### config.mk
export PLATFORM = sky130hd
export DESIGN_NAME = btn_cmd_gen_flat
export DESIGN_NICKNAME = d
export VERILOG_FILES = /design/src/rtl/btn_pkg.sv /design/src/rtl/btn_cmd_gen_if.sv /design/src/rtl/btn_debounce.sv /design/src/rtl/btn_cmd_gen.sv /design/src/flat_wrapper.sv
export SDC_FILE = /design/constraint.sdc
export NUM_CORES = 1
export LEC_CHECK = 0
export BUFFER_PORTS_ARGS = -buffer_cell sky130_fd_sc_hd__buf_2
export CAP_MARGIN = 20
export CORE_MARGIN = 4
export CORE_UTILIZATION = 55
export CTS_CLUSTER_DIAMETER = 150
export DETAILED_ROUTE_END_ITERATION = 6
export GPL_TIMING_DRIVEN = 0
export PLACE_DENSITY_LB_ADDON = 0.05
export SLEW_MARGIN = 20
export SYNTH_ARGS = -nofsm -noshare
export SYNTH_HDL_FRONTEND = slang
export SYNTH_SLANG_ARGS = --single-unit
### constraint.sdc
create_clock -name clk -period 2.3 [get_ports clk]
set_clock_uncertainty 0.1 [all_clocks]
set_input_delay 0.23 -clock clk [delete_from_list [all_inputs] [get_ports clk]]
set_output_delay 0.23 -clock clk [all_outputs]
set_load 0.005 [all_outputs]
### src/rtl/btn_pkg.sv
// Shared constants for the push-button command front end: debounce state
// encoding and default timing parameters.
package btn_pkg;

  localparam logic [1:0] ST_IDLE      = 2'd0;
  localparam logic [1:0] ST_WAIT_HIGH = 2'd1;
  localparam logic [1:0] ST_PRESSED   = 2'd2;
  localparam logic [1:0] ST_WAIT_LOW  = 2'd3;

  // 10 ms at 50 MHz
  localparam int DEBOUNCE_CYCLES_DEF = 500000;
  localparam int CNT_W_DEF           = 19;

  // The button counts as held from acceptance of the press until the release is accepted.
  function automatic logic state_is_held(input logic [1:0] st);
    return (st == ST_PRESSED) || (st == ST_WAIT_LOW);
  endfunction

endpackage

### src/rtl/btn_cmd_gen_if.sv
// Signal bundle between the raw button inputs, the command outputs and the debug state taps.
interface btn_cmd_gen_if;
  // start/stop are single-cycle command strobes with no backpressure: a
  // strobe is valid for exactly the one cycle it is high and the consumer
  // must accept it then; there is no ready signal.
  logic       btn_start_raw;
  logic       btn_stop_raw;
  logic       start;
  logic       stop;
  logic       start_held;
  logic       stop_held;
  logic [1:0] start_state;
  logic [1:0] stop_state;

  modport master (
    output btn_start_raw, btn_stop_raw,
    input  start, stop, start_held, stop_held, start_state, stop_state
  );

  modport slave (
    input  btn_start_raw, btn_stop_raw,
    output start, stop, start_held, stop_held, start_state, stop_state
  );
endinterface

### src/rtl/btn_debounce.sv
// One button: two-flop synchronizer, four-state debounce FSM with a stability
// counter, and a registered single-cycle press pulse.
module btn_debounce
  import btn_pkg::*;
#(
  parameter int DEBOUNCE_CYCLES = DEBOUNCE_CYCLES_DEF,
  parameter int CNT_W           = CNT_W_DEF
) (
  input  logic       clk,
  input  logic       n_rst,
  input  logic       raw,
  output logic       held,
  output logic       press,
  output logic [1:0] state
);

  localparam logic [CNT_W-1:0] CNT_LAST = CNT_W'(DEBOUNCE_CYCLES - 1);

  logic             sync1_q, sync2_q;
  logic [1:0]       state_q, state_d;
  logic [CNT_W-1:0] cnt_q, cnt_d;
  logic             press_q, press_d;

  always_ff @(posedge clk or negedge n_rst) begin
    if (!n_rst) begin
      sync1_q <= 1'b0;
      sync2_q <= 1'b0;
    end else begin
      sync1_q <= raw;
      sync2_q <= sync1_q;
    end
  end

  // The counter only advances while below CNT_LAST, so it never wraps.
  always_comb begin
    state_d = state_q;
    cnt_d   = cnt_q;
    press_d = 1'b0;
    case (state_q)
      ST_IDLE: begin
        if (sync2_q) begin
          state_d = ST_WAIT_HIGH;
          cnt_d   = '0;
        end
      end
      ST_WAIT_HIGH: begin
        if (!sync2_q) begin
          state_d = ST_IDLE;
        end else if (cnt_q == CNT_LAST) begin
          state_d = ST_PRESSED;
          press_d = 1'b1;
        end else begin
          cnt_d = cnt_q + CNT_W'(1);
        end
      end
      ST_PRESSED: begin
        if (!sync2_q) begin
          state_d = ST_WAIT_LOW;
          cnt_d   = '0;
        end
      end
      ST_WAIT_LOW: begin
        if (sync2_q) begin
          state_d = ST_PRESSED;
        end else if (cnt_q == CNT_LAST) begin
          state_d = ST_IDLE;
        end else begin
          cnt_d = cnt_q + CNT_W'(1);
        end
      end
      default: state_d = ST_IDLE;
    endcase
  end

  always_ff @(posedge clk or negedge n_rst) begin
    if (!n_rst) begin
      state_q <= ST_IDLE;
      cnt_q   <= '0;
      press_q <= 1'b0;
    end else begin
      state_q <= state_d;
      cnt_q   <= cnt_d;
      press_q <= press_d;
    end
  end

  assign held  = state_is_held(state_q);
  assign press = press_q;
  assign state = state_q;

endmodule

### src/rtl/btn_cmd_gen.sv
// Start/stop command generator: two debounced buttons feeding a registered
// arbiter where stop always wins and a held stop blocks start.
module btn_cmd_gen
  import btn_pkg::*;
#(
  parameter int DEBOUNCE_CYCLES = DEBOUNCE_CYCLES_DEF,
  parameter int CNT_W           = CNT_W_DEF
) (
  input logic          clk,
  input logic          n_rst,
  btn_cmd_gen_if.slave bus
);

  logic start_press, stop_press;
  logic start_held_w, stop_held_w;
  logic start_q, start_d;
  logic stop_q, stop_d;

  btn_debounce #(
    .DEBOUNCE_CYCLES(DEBOUNCE_CYCLES),
    .CNT_W          (CNT_W)
  ) u_start_db (
    .clk  (clk),
    .n_rst(n_rst),
    .raw  (bus.btn_start_raw),
    .held (start_held_w),
    .press(start_press),
    .state(bus.start_state)
  );

  btn_debounce #(
    .DEBOUNCE_CYCLES(DEBOUNCE_CYCLES),
    .CNT_W          (CNT_W)
  ) u_stop_db (
    .clk  (clk),
    .n_rst(n_rst),
    .raw  (bus.btn_stop_raw),
    .held (stop_held_w),
    .press(stop_press),
    .state(bus.stop_state)
  );

  // A start press coinciding with a stop press or a held stop is dropped, not deferred.
  always_comb begin
    stop_d  = stop_press;
    start_d = start_press && !stop_press && !stop_held_w;
  end

  always_ff @(posedge clk or negedge n_rst) begin
    if (!n_rst) begin
      start_q <= 1'b0;
      stop_q  <= 1'b0;
    end else begin
      start_q <= start_d;
      stop_q  <= stop_d;
    end
  end

  assign bus.start      = start_q;
  assign bus.stop       = stop_q;
  assign bus.start_held = start_held_w;
  assign bus.stop_held  = stop_held_w;

endmodule

### src/flat_wrapper.sv
// flat-port wrapper written by rule: the top's interface ports become plain ports
module btn_cmd_gen_flat import btn_pkg::*;
#(
  parameter int DEBOUNCE_CYCLES = DEBOUNCE_CYCLES_DEF,
  parameter int CNT_W           = CNT_W_DEF
)
  (clk, n_rst, bus_btn_start_raw, bus_btn_stop_raw, bus_start, bus_stop, bus_start_held, bus_stop_held, bus_start_state, bus_stop_state);
  btn_cmd_gen_if bus_i ();
  input logic clk;
  input logic n_rst;
  input wire logic [$bits(bus_i.btn_start_raw)-1:0] bus_btn_start_raw;
  input wire logic [$bits(bus_i.btn_stop_raw)-1:0] bus_btn_stop_raw;
  output wire logic [$bits(bus_i.start)-1:0] bus_start;
  output wire logic [$bits(bus_i.stop)-1:0] bus_stop;
  output wire logic [$bits(bus_i.start_held)-1:0] bus_start_held;
  output wire logic [$bits(bus_i.stop_held)-1:0] bus_stop_held;
  output wire logic [$bits(bus_i.start_state)-1:0] bus_start_state;
  output wire logic [$bits(bus_i.stop_state)-1:0] bus_stop_state;
  assign bus_i.btn_start_raw = bus_btn_start_raw;
  assign bus_i.btn_stop_raw = bus_btn_stop_raw;
  assign bus_start = bus_i.start;
  assign bus_stop = bus_i.stop;
  assign bus_start_held = bus_i.start_held;
  assign bus_stop_held = bus_i.stop_held;
  assign bus_start_state = bus_i.start_state;
  assign bus_stop_state = bus_i.stop_state;
  btn_cmd_gen #(.DEBOUNCE_CYCLES(DEBOUNCE_CYCLES), .CNT_W(CNT_W)) u_core (.clk(clk), .n_rst(n_rst), .bus(bus_i));
endmodule
# Word level (Yosys, flattened, before mapping)
# Index checks and enable logic that the tools add are counted.
dict set report word_totals {
  romBits 0
  n_memories 0
  regBits 50
  mem_bits_rw 0
  latchBits 0
}
dict set report op_classes {
  n_div 0
  n_reduce_logical 12
  bitwise_logic 0
  mux 32
  shift 0
  multipliers 0
  addsub 2
  eq_ne 20
  n_lt_le_gt_ge 0
}
# op n
set ops {}
lappend ops {{2-to-1 mux 19 bit} 10}
lappend ops {{case mux 19 bit (4 select lines)} 2}
lappend ops {{adder 19 x 1 -> 19 bit, second input constant} 2}
lappend ops {{== test 19 bit, second input constant} 2}
lappend ops {{2-to-1 mux 2 bit} 12}
lappend ops {{!= test 2 bit, second input constant} 8}
lappend ops {{case mux 2 bit (4 select lines)} 2}
lappend ops {{AND reduction 4 bit} 4}
lappend ops {{!= test 3 bit, second input constant} 4}
lappend ops {{== test 2 bit, second input constant} 4}
lappend ops {{2-to-1 mux 1 bit} 6}
lappend ops {{== test 2 x 1 -> 1 bit, second input constant} 2}
lappend ops {{logical NOT 2 bit} 2}
lappend ops {{logical AND 1 bit} 2}
lappend ops {{logical NOT 1 bit} 2}
lappend ops {{logical OR 1 bit} 2}

# Depth between registers and ports, before layout
# Gate-level depths: netlist of run 1.
dict set report logic_depth {
  depth_word 4
  ltp_mapped 9
  depth_no_buf 6
}

# Hierarchy
# Synthesis of run 1 repeated with hierarchy kept, for this count alone.
dict set report unflattened {
  hier_cells 277
  area_unflattened_um2 2750.1
}
# module area_per_inst_um2 instances cells_each
set by_module_without_submodules {}
lappend by_module_without_submodules {btn_debounce 1343.8 2 137}
lappend by_module_without_submodules {btn_cmd_gen 62.6 1 3}

# Least setup slack after synthesis of run 1
# OpenSTA, ideal clock, no wires.
dict set report synth_timing {
  kind {reg-to-reg}
  startpoint {reg u_core.u_start_db.cnt_q[0]}
  endpoint {reg u_core.u_start_db.cnt_q[6]}
  synth_period_minus_slack_ps 2078
  path_stages_with_launch 9
  path_buffers 3
  slack_ps 222
  arrival_ps 1857
  path_cell_list {dfrtp_1 > ha_1 > nand4_2 > or3_1 > buf_2 > o211a_1 > buf_6 > buf_6 > a22o_1}
}
dict set report synth_between {
  elab_chain_len 4
  word_cells_on_any_way 6
  cone_classes {1 x add/sub; 1 x eq/ne; 4 x mux}
}
# item line_no
set synth_lines {}
lappend synth_lines {{start, declared} btn_debounce.sv:21} ;# logic [CNT_W-1:0] cnt_q, cnt_d;
lappend synth_lines {{start signal, assigned} btn_debounce.sv:82} ;# cnt_q <= cnt_d;
lappend synth_lines {{adder 19 x 1 -> 19 bit or == test 19 bit (tied branches)} n/a}
lappend synth_lines {{2-to-1 mux 19 bit (*)} {btn_debounce.sv:49, btn_debounce.sv:65}}
lappend synth_lines {{2-to-1 mux 19 bit (on tied branches)} {btn_debounce.sv:63, btn_debounce.sv:47}}
lappend synth_lines {{case mux 19 bit (4 select lines) (*)} btn_debounce.sv:39} ;# case (state_q)
# Every way passes the cells marked *; elsewhere a longest branch is shown, timed or not. The select of a mux whose other input is x is not followed.
# A chain may end at the register's enable or synchronous reset.

# Worst setup path after layout of run 1
dict set report layout_timing {
  startpoint {reg u_core.u_start_db.cnt_q[0]}
  endpoint {reg u_core.u_start_db.cnt_q[8]}
}
# Same word-level chain as after synthesis.

==> results of run 1 <==
-- cell type report --
type	instances	area share [%]
buffer	14	2.717
clock buffer	6	2.717
clock inverter	1	0.9881
inverter	10	1.235
multi-input combinational	212	44.05
sequential	50	41.17
tap	67	2.758
timing repair buffer	20	4.364
-- state kept, by name (all words and copies together), names as in the netlist, named ones only --
| signal | count |
|---|---|
| u_core.u_start_db.cnt_q | 19 |
| u_core.u_stop_db.cnt_q | 19 |
| u_core.bus.start | 1 |
| u_core.bus.stop | 1 |
| u_core.u_start_db.press | 1 |
| u_core.u_start_db.state | 1 |
| u_core.u_start_db.sync1_q | 1 |
| u_core.u_start_db.sync2_q | 1 |
| u_core.u_stop_db.press | 1 |
| u_core.u_stop_db.state | 1 |
| u_core.u_stop_db.sync1_q | 1 |
| u_core.u_stop_db.sync2_q | 1 |
-- synth_stat cells, types with 2 or more instances --
cell / instances
nand3_1: 22
o21ai_0: 17
nor3_1: 13
or3_1: 11
nor4_1: 5
nand2_1: 33
a31oi_1: 2
a21oi_1: 16
o21ai_1: 2
o221ai_1: 2
xor2_1: 3
xnor2_1: 2
mux2i_1: 7
clkbuf_1: 9
buf_6: 3
inv_1: 10
ha_1: 2
and3_1: 3
mux2_2: 3
nand4_1: 12
o211ai_1: 4
nor3b_1: 3
a22o_1: 4
o211a_1: 2
nor2_1: 15
a21o_1: 7
dfrtp_1: 50
-- how the worst max path moves through the flow --
| stage | endpoint | slack, ps |
|---|---|---|
| finish | u_core.u_start_db.cnt_q[8] | 110 |
| global route | u_core.u_start_db.cnt_q[4] | -10 |
| CTS | u_core.u_start_db.cnt_q[14] | 10 |
| detailed placement | u_core.u_stop_db.cnt_q[16] | -100 |
| global placement | u_core.u_stop_db.cnt_q[16] | -100 |
| floorplan | u_core.u_start_db.cnt_q[6] | 220 |
-- logic make-up after synthesis --
| kind of cell | count (synthesis) | synth area share [%] |
|---|---|---|
| buffers and inverters | 24 | 4.407 |
| DFF | 50 | 46.88 |
| AOI/OAI and AO/OA | 70 | 18.19 |
| and+or+nand+nor | 125 | 24.05 |
| xor gates and xnor gates | 5 | 1.641 |
| adders and majority gates | 2 | 0.9375 |
| muxes | 10 | 3.891 |
-- metal layers --
layer  share of wire (%)  track usage (%)  up-vias  routed length (µm)
met5                   0                0        -                   0
met2                  43            28.68       52                2464
met1                  52            31.46     1082                3016
met4                0.83            6.940        0                  48
met3                 4.2            2.784        6                 244
li1                    -                -     1119                   -
-- timing repair --
item,CTS,global route
setup endpoints to repair,15,34
pin swaps,1,3
hold buffers,2,1
buffers inserted,3,3
endpoints found under the hold margin,2,50
resized for setup,1,10
-- power by group through the flow --
stage / registers, W / logic, W / clock network (W)
finish: 0.000949 / 0.000149 / 0.000638
global route: 0.000956 / 0.000167 / 0.000699
CTS: 0.000945 / 0.000136 / 0.000658
detailed placement: 0.000963 / 0.000129 / 0
global placement: 0.000962 / 0.000128 / 0
floorplan: 0.000953 / 0.0000859 / 0
-- through the flow --
step | util (%) | worst slack, ps | TNS (ps) | area, µm²
3_3_place_gp | 59.44 | -101.7 | -723.0 | 2808
5_1_grt | 64.34 | -10.67 | -20.98 | 3039
2_1_floorplan | - | 221.6 | 0 | 2669
4_1_cts | 62.76 | 12.21 | 0 | 2964
6_report | 64.34 | 111.1 | 0 | 3039
3_5_place_dp | 59.44 | -101.5 | -652.4 | 2808
==> impl_metrics.csv, run 1 <==
group,metric,value,unit
cts,cts_buffer_depth,2,
cts,root_buffer,"clkbuf_8",
yosys,synthCells,286,
cells_and_area,mostFrequentLayoutCell,"dfrtp_1",
grt,grt_use_total,20.25,%
detailed_routing,vias_per_cell,5.945,
power,p_comb_share,8.6,%
grt,grt_pass1_vias,1993,
power,switching_power,0.0004170,W
placed_design,gp_congestion,0.8447,
cells_and_area,final_cells,380,
worst_setup_path,startpoint,"u_core.u_start_db.cnt_q[0]",
worst_setup_path,crit_path_start_kind,"flop",
cts,cts_buffers,5,
worst_hold_path,hold_depth,0,
floorplan,initial_core_util,56.50,%
worst_setup_path,cp_slowest_cell,"dfrtp_1",
cells_and_area,n_antenna_cell,0,
floorplan,dieArea,6031,µm²
cts,cts_htree_levels,2,
cts,cts_tree,"done",
grt,grt_overflow,0,
detailed_routing,vias,2259,
yosys,synth_top_area_share,46.88,%
floorplan,coreArea,4723,µm²
floorplan,row_count,25,
timing,finalSetupViolations,0,
power,power.share.clock,36.7,%
power,irDropWorstVdd,382.6,µV
worst_hold_path,holdCritStartpoint,"u_core.u_stop_db.sync1_q",
worst_hold_path,hold_path_class,"flop to flop",
cells_and_area,drive_gt1_share,14.38,%
detailed_routing,totalWireLength,5.773,mm
worst_setup_path,cp_cell_sequence,"ha_4 -> nand4_4 -> or3_1 -> buf_2 -> o211a_1 -> buf_6 -> buf_6 -> a21oi_1 -> mux2i_1",
worst_setup_path,crit_cells,9,
cells_and_area,synthToLayoutAreaGrowth,13.88,%
timing,holdWs,253.9,ps
power,power_density,571.2,nW/µm²
worst_setup_path,reg2reg_to,"u_core.u_start_db.cnt_q[8]",
worst_setup_path,worstReg2RegStart,"u_core.u_start_db.cnt_q[0]",
yosys,synth_area,2669,µm²
power,power,0.001736,W
run_status,status,"completed",
worst_setup_path,path_class,"flop to flop",
grt,antenna_found_initial,0,
worst_setup_path,worstPathMaxFanout,10,
cells_and_area,seq_area,1251,µm²
detailed_routing,wl_per_cell,15.19,µm
power,switching_share,24.02,%
run,drv_cap,0,
cells_and_area,nNetsFinal,319,
worst_hold_path,holdPathEnd,"u_core.u_stop_db.sync2_q",
cts,insertion_delay,300,ps
floorplan,io-pin-count,12,
worst_setup_path,crit_top_cell,"buf_6",
yosys,ys_ff_latch,50,
power,p_int,0.001319,W
detailed_routing,drt_pre_antenna_iters,5,
grt,grt_max_degree,51,
yosys,synthTopCellsByArea,"dfrtp_1 47%, nand2_1 4.6%, nand3_1 4.1%",
yosys,yosysWarningCount,0,
cells_and_area,multi_input_area,1339,µm²
yosys,synth_ff_type,"dfrtp_1",
timing,hold_viol,0,
yosys,synth.net_count,292,
worst_setup_path,cp-end-kind,"flop",
yosys,ys_seq_area_share,46.88,%
placed_design,dp_cells,364,
timing,fmax,0.4568,GHz
grt,grt_pass1_wl,9.687,mm
yosys,synth_top_area_cell,"dfrtp_1",
timing,period_needed,2189,ps
worst_setup_path,path_buf_inv,3,
worst_setup_path,crit_path_max_incr_delay,420,ps
cells_and_area,final_cell_mix,"50 x dfrtp_1, 33 x nand2_1, 22 x nand3_1",
yosys,ys_async_sr_fraction,100.0,%
cts,clock_sinks,50,
yosys,syn_area_per_cell,9.332,µm²
worst_setup_path,crit_family,"simple AND/OR/NAND/NOR gates",
floorplan,die_width,77.66,µm
placed_design,dp_hpwl,3.870,mm
worst_setup_path,r2r_slack,110,ps
timing,slew_headroom,49.42,%
worst_setup_path,r2r_cells,9,
timing,maxSlewViolCount,0,
worst_setup_path,crit_required,2380,ps
detailed_routing,first_iter_violations,100,
power,power.leakage,1.311,nW
cells_and_area,fill_cells,395,
detailed_routing,ant_nets,0,
placed_design,port_buffers,11,
cts,clkTransAtPathRegs,90,ps
timing,tightest_slew,756.1,ps
detailed_routing,drc,0,
yosys,synth_cell_types,51,
worst_setup_path,arrival,2270,ps
power,pwr-share-seq,54.7,%
floorplan,die_h,77.66,µm
yosys,synth_edf_count,0,
timing,finalCritPeriodShare,95.17,%
Note: power is estimated with default switching activity, not from simulation.
==> run 2, diff against run 1 <==
SYNTH_HIERARCHICAL = 1   (was not set)
==> impl_metrics.csv, run 2 <==
group,metric,value,unit
cells_and_area,largestRegisters,"u_core/u_start_db/cnt_q: 19 flops, u_core/u_stop_db/cnt_q: 19 flops",
yosys,synthAdderAreaFrac,0.9099,%
yosys,synth.net_count,283,
cells_and_area,synthToLayoutAreaGrowth,11.56,%
floorplan,dieArea,6195,µm²
timing,hold_viol,0,
timing,maxSlewViolCount,0,
grt,antenna_found_initial,0,
yosys,synth_ff_type,"dfrtp_1",
worst_setup_path,cp_cell_sequence,"or4_4 -> o41ai_4 -> buf_6 -> nand2_1 -> o311ai_0",
floorplan,io-pin-count,12,
cts,cts_tree,"done",
worst_setup_path,cp_slowest_cell,"or4_4",
placed_design,gp_congestion,0.7927,
worst_setup_path,crit_path_max_incr_delay,620,ps
cts,cts_htree_levels,2,
yosys,synth_top_area_share,45.50,%
cts,clkTransAtPathRegs,100,ps
grt,met3_usage,3.628,%
run,drv_cap,0,
worst_setup_path,crit_required,2380,ps
floorplan,initial_core_util,57.46,%
yosys,synth_top_area_cell,"dfrtp_1",
timing,finalCritPeriodShare,96.31,%
detailed_routing,vias,2097,
yosys,synthTopCellsByArea,"dfrtp_1 45%, mux2i_1 6.6%, o21ai_0 3.6%",
yosys,ys_async_sr_fraction,100.0,%
timing,finalSetupTns,0,ps
detailed_routing,totalWireLength,5.394,mm
cts,postCtsSetupBuffers,0,
worst_setup_path,cp-end-kind,"flop",
timing,finalSetupViolations,0,
worst_setup_path,arrival,2290,ps
floorplan,die_h,78.71,µm
yosys,synth_compound_area_share,16.56,%
grt,grtUsageMet1,27.94,%
detailed_routing,first_iter_violations,141,
power,power.leakage,1.274,nW
grt,grtUsageMet2,28.86,%
cts,cts_buffers,5,
detailed_routing,wl_per_cell,14.74,µm
power,irDropWorstVdd,323.8,µV
cells_and_area,mostFrequentLayoutCell,"dfrtp_1",
placed_design,port_buffers,11,
cts,insertion_delay,300,ps
worst_hold_path,hold_path_class,"flop to flop",
power,power_density,511.3,nW/µm²
detailed_routing,vias_per_cell,5.730,
yosys,ys_seq_area_share,45.50,%
cells_and_area,n_antenna_cell,0,
detailed_routing,ant_nets,0,
grt,grt_use_total,19.04,%
cells_and_area,final_cell_mix,"49 x dfrtp_1, 26 x nand2_1, 20 x inv_1, 20 x nor2_1, 20 x o21ai_0",
detailed_routing,drc,0,
power,power,0.001569,W
cells_and_area,drive_gt1_share,20.07,%
timing,rsz0062_at_grt,"true",
yosys,ys_ff_latch,50,
cts,cts_buffer_depth,2,
floorplan,die_width,78.71,µm
yosys,yosysWarningCount,6,
yosys,synth_area,2750,µm²
placed_design,pre_cts_slack,44.74,ps
yosys,synth_top_family_by_area,"simple AND/OR/NAND/NOR gates",
detailed_routing,drt_pre_antenna_iters,4,
grt,grt_max_degree,51,
yosys,synth_mux_area_share,7.370,%
timing,slew_headroom,55.46,%
yosys,yosysMostFrequentCell,"dfrtp_1",
timing,fmax,0.4514,GHz
timing,tightest_slew,665.9,ps
yosys,synthSimpleGateAreaFrac,23.11,%
cells_and_area,nNetsFinal,304,
yosys,synthCells,277,
grt,grt_pass1_wl,9.418,mm
worst_setup_path,crit_path_start_kind,"flop",
grt,grt_overflow,0,
cells_and_area,fill_cells,396,
yosys,synthXorXnorAreaFrac,1.274,%
yosys,synth_edf_count,0,
worst_setup_path,worstPathMaxFanout,10,
placed_design,dp_hpwl,3.791,mm
grt,grt_pass1_vias,1960,
yosys,netlist_top_cells_count,"50 x dfrtp_1, 26 x nand2_1, 20 x inv_1, 20 x nor2_1, 20 x o21ai_0",
timing,setup_slack,84.77,ps
worst_setup_path,path_class,"flop to flop",
floorplan,coreArea,4786,µm²
yosys,syn_area_per_cell,9.928,µm²
yosys,synth_cell_types,35,
cts,root_buffer,"clkbuf_8",
floorplan,row_count,25,
grt,gr-max-usage-layer,"met2",
cts,clock_sinks,50,
run_status,status,"completed",
timing,period_needed,2215,ps
cells_and_area,final_util,64.10,%
run 2: cell types whose count changed after synthesis, moves of 5 or more:
cell / before / now
clkbuf_1: 9 / 4
nor3_1: 13 / 0
nand3_1: 22 / 16
a21oi_2: 0 / 10
nor2_1: 15 / 20
inv_1: 10 / 20
nand2_1: 33 / 26
a21o_1: 7 / 0
mux2i_1: 7 / 18
run 2: stage by stage:
stage	hold WS [ps]	instance area, µm²	instances
global placement	232.9	2889	355
CTS	258.5	3015	366
global route	264.9	3068	366
floorplan	-165.6	2750	277
detailed placement	189.9	2892	355
finish	256.1	3068	366
run 2: where the power goes:
group | switching [W] | internal [W] | leakage, nW
combinational | 0.0000773 | 0.0000485 | 0.550
clock | 0.000308 | 0.000220 | 0.0447
sequential | 0.0000193 | 0.000895 | 0.679
run 2: cell type report:
class                      instances  area (µm²)  share of cell area (%)
clock inverter                     3       25.02                  0.8157
inverter                          20       75.07                   2.447
multi-input combinational        197        1405                   45.80
clock buffer                       5       68.82                   2.243
buffer                            10       70.07                   2.284
timing repair buffer              14       87.58                   2.855
tap                               67       83.83                   2.732
sequential                        50        1252                   40.82
run 2: cell families (layout without fill, tap and decap cells):
logic type      Yosys count  in the layout
compound gates           60             60
xor+xnor                  4              4
fa+ha+maj                 2              2
buf+inv                  30             52
flops                    50             50
mux                      20             20
simple gates            111            111
run 2: critical path, delay by kind of cell (launching register included):
kind / cells / cell delay, ps
buffers and inverters: 1 / 230
AND/OR/NAND/NOR: 2 / 680
AO/OA/AOI/OAI: 2 / 640
flip-flops: 1 / 440
run 2: what timing repair did:
item / CTS / global route
hold buffers: 3 / 0
resized for setup: 0 / 8
hold endpoints to repair: 52 / 0
setup endpoints to repair: 0 / 26
run 2: metal layers:
metal	share of wire, %	routed length, µm	vias up
li1	-	-	1038
met1	51	2735	1014
met2	44	2382	39
met3	4.2	225	6
met4	0.95	51	0
met5	0	0	-
run 2: worst paths after layout:
| path | startpoint | endpoint | slack (ps) | cells after the start |
|---|---|---|---|---|
| min in group asynchronous | n_rst | u_core/u_stop_db/state[0] | 390 | 2 |
| worst min-delay path | u_core/u_start_db/sync1_q | u_core/u_start_db/sync2_q | 260 | 0 |
| worst max register to register | u_core/u_start_db/cnt_q[14] | u_core/u_start_db/cnt_q[17] | 80 | 5 |
| worst min register to register | u_core/u_start_db/sync1_q | u_core/u_start_db/sync2_q | 260 | 0 |
| worst max-delay path | u_core/u_start_db/cnt_q[14] | u_core/u_start_db/cnt_q[17] | 80 | 5 |
| max in group asynchronous | n_rst | u_core/u_start_db/cnt_q[11] | 1280 | 2 |
==> run 3, diff against run 2 <==
clock period = 2.1 ns   (was 2.3 ns; I/O delays follow)
==> impl_metrics.csv, run 3 (synthesis gave the netlist of run 2 again) <==
group,metric,value,unit
run_status,status,"completed",
run,drv_cap,0,
timing,slew_headroom,56.69,%
placed_design,dp_hpwl,3.791,mm
detailed_routing,totalWireLength,5.745,mm
placed_design,pre_cts_slack,-155.3,ps
worst_hold_path,holdPathEnd,"u_core/u_start_db/sync2_q",
cells_and_area,seq_area,1252,µm²
grt,antenna_found_initial,0,
cts,cts_htree_levels,2,
grt,grt_overflow,0,
cts,clock_sinks,50,
worst_setup_path,r2r_slack,10,ps
timing,holdWs,256.4,ps
cells_and_area,n_antenna_cell,0,
cts,clkTransAtPathRegs,100,ps
cts,insertion_delay,300,ps
grt,grt_use_total,19.36,%
cts,root_buffer,"clkbuf_8",
cells_and_area,final_cell_mix,"49 x dfrtp_1, 26 x nand2_1, 20 x inv_1, 20 x nor2_1",
detailed_routing,wl_per_cell,14.92,µm
detailed_routing,vias,2193,
cells_and_area,fill_cells,365,
timing,fmax,0.4786,GHz
floorplan,initial_core_util,57.46,%
timing,finalCritPeriodShare,99.50,%
worst_setup_path,crit_path_start_kind,"flop",
cells_and_area,largestRegisters,"u_core/u_start_db/cnt_q: 19 flops, u_core/u_stop_db/cnt_q: 19 flops",
worst_hold_path,holdCritStartpoint,"u_core/u_start_db/sync1_q",
grt,grt_pass1_wl,9.604,mm
worst_hold_path,hold_depth,0,
worst_setup_path,arrival,2190,ps
worst_hold_path,hold_path_class,"flop to flop",
floorplan,row_count,25,
power,irDropWorstVdd,379.4,µV
cells_and_area,synthToLayoutAreaGrowth,19.97,%
floorplan,dieArea,6195,µm²
worst_setup_path,r2r_cells,6,
detailed_routing,drt_pre_antenna_iters,4,
detailed_routing,drc,0,
timing,maxSlewViolCount,0,
grt,grt_max_degree,51,
worst_setup_path,reg2reg_to,"u_core/u_start_db/cnt_q[1]",
cts,cts_buffers,5,
timing,finalSetupViolations,0,
floorplan,die_h,78.71,µm
cts,cts_tree,"done",
timing,period_needed,2089,ps
cells_and_area,drive_gt1_share,27.99,%
timing,rsz0062_at_grt,"true",
detailed_routing,ant_nets,0,
floorplan,die_width,78.71,µm
cells_and_area,nNetsFinal,323,
detailed_routing,vias_per_cell,5.696,
worst_setup_path,cp-end-kind,"flop",
timing,tightest_slew,647.4,ps
cells_and_area,final_util,68.94,%
power,power,0.001766,W
detailed_routing,first_iter_violations,136,
placed_design,port_buffers,11,
cells_and_area,multi_input_area,1470,µm²
grt,grtUsageMet2,30.22,%
worst_setup_path,crit_required,2200,ps
cells_and_area,mostFrequentLayoutCell,"dfrtp_1",
grt,grt_pass1_vias,2020,
cts,cts_buffer_depth,2,
floorplan,coreArea,4786,µm²
timing,setup_slack,10.53,ps
grt,grtUsageMet1,28.01,%
power,power_density,535.1,nW/µm²
placed_design,gp_congestion,0.7927,
grt,met3_usage,3.401,%
worst_setup_path,worstPathMaxFanout,10,
timing,hold_viol,0,
power,power.leakage,1.392,nW
grt,gr-max-usage-layer,"met2",
floorplan,io-pin-count,12,
worst_setup_path,worstReg2RegStart,"u_core/u_start_db/cnt_q[0]",
worst_setup_path,path_class,"flop to flop",
run 3: final cells by class:
type / count / share of cell area, %
repair buffers: 33 / 7.471
well taps: 67 / 2.541
clock inverters: 3 / 0.7584
flip-flops and latches: 50 / 37.96
plain buffers: 10 / 2.351
inverters: 20 / 2.275
clock buffers: 5 / 2.086
multi-input cells: 197 / 44.56
run 3: how the worst max path moves through the flow:
| stage | slack (ps) | cells after the start | startpoint | to |
|---|---|---|---|---|
| 2_1_floorplan | 110 | 6 | u_core/u_start_db/cnt_q[0] | u_core/u_start_db/cnt_q[1] |
| 3_3_place_gp | -80 | 7 | u_core/u_start_db/cnt_q[0] | u_core/u_start_db/cnt_q[7] |
| 3_5_place_dp | -160 | 7 | u_core/u_start_db/cnt_q[0] | u_core/u_start_db/cnt_q[17] |
| 4_1_cts | -30 | 5 | u_core/u_start_db/cnt_q[0] | flop |
| 5_1_grt | -50 | 6 | u_core/u_start_db/cnt_q[5] | u_core/u_start_db/cnt_q[17] |
| 6_report | 10 | 6 | u_core/u_start_db/cnt_q[0] | u_core/u_start_db/cnt_q[1] |
run 3: where the power goes:
part | internal, W | leakage (nW) | total (W) | switching [W]
combinational | 0.0000820 | 0.668 | 0.000177 | 0.0000949
sequential | 0.000980 | 0.679 | 0.00100 | 0.0000242
clock | 0.000241 | 0.0447 | 0.000584 | 0.000343
run 3: metal layers:
metal  vias to the layer above  wire, µm  share of wire, %
met1                      1075      2902                51
met2                        31      2621                46
met4                         0        57              0.99
met3                         7       163               2.8
met5                         -         0                 0
li1                       1080         -                 -
run 3: what timing repair did:
item / 4_1_cts / 5_1_grt
setup buffers: 5 / 14
pin swaps: 6 / 8
endpoints found under the hold margin: 52 / 0
gates resized for setup: 11 / 19
hold buffers: 3 / 0
endpoints found under the setup margin: 31 / 24
run 3: per-stage QoR:
stage / cells / cell area, µm² / setup TNS, ps
6_report: 385 / 3299 / 0
5_1_grt: 385 / 3299 / -365.3
4_1_cts: 371 / 3113 / -25.77
3_5_place_dp: 355 / 2892 / -1953
3_3_place_gp: 355 / 2889 / -1501
2_1_floorplan: 277 / 2750 / 0
run 3: worst max-delay path: stages, from the launching register on:
cell and delay [ps]:
dfrtp_1 450, ha_4 170, and4_4 260, nand4_4 180, o311a_4 450, buf_8 160
a22o_1 220
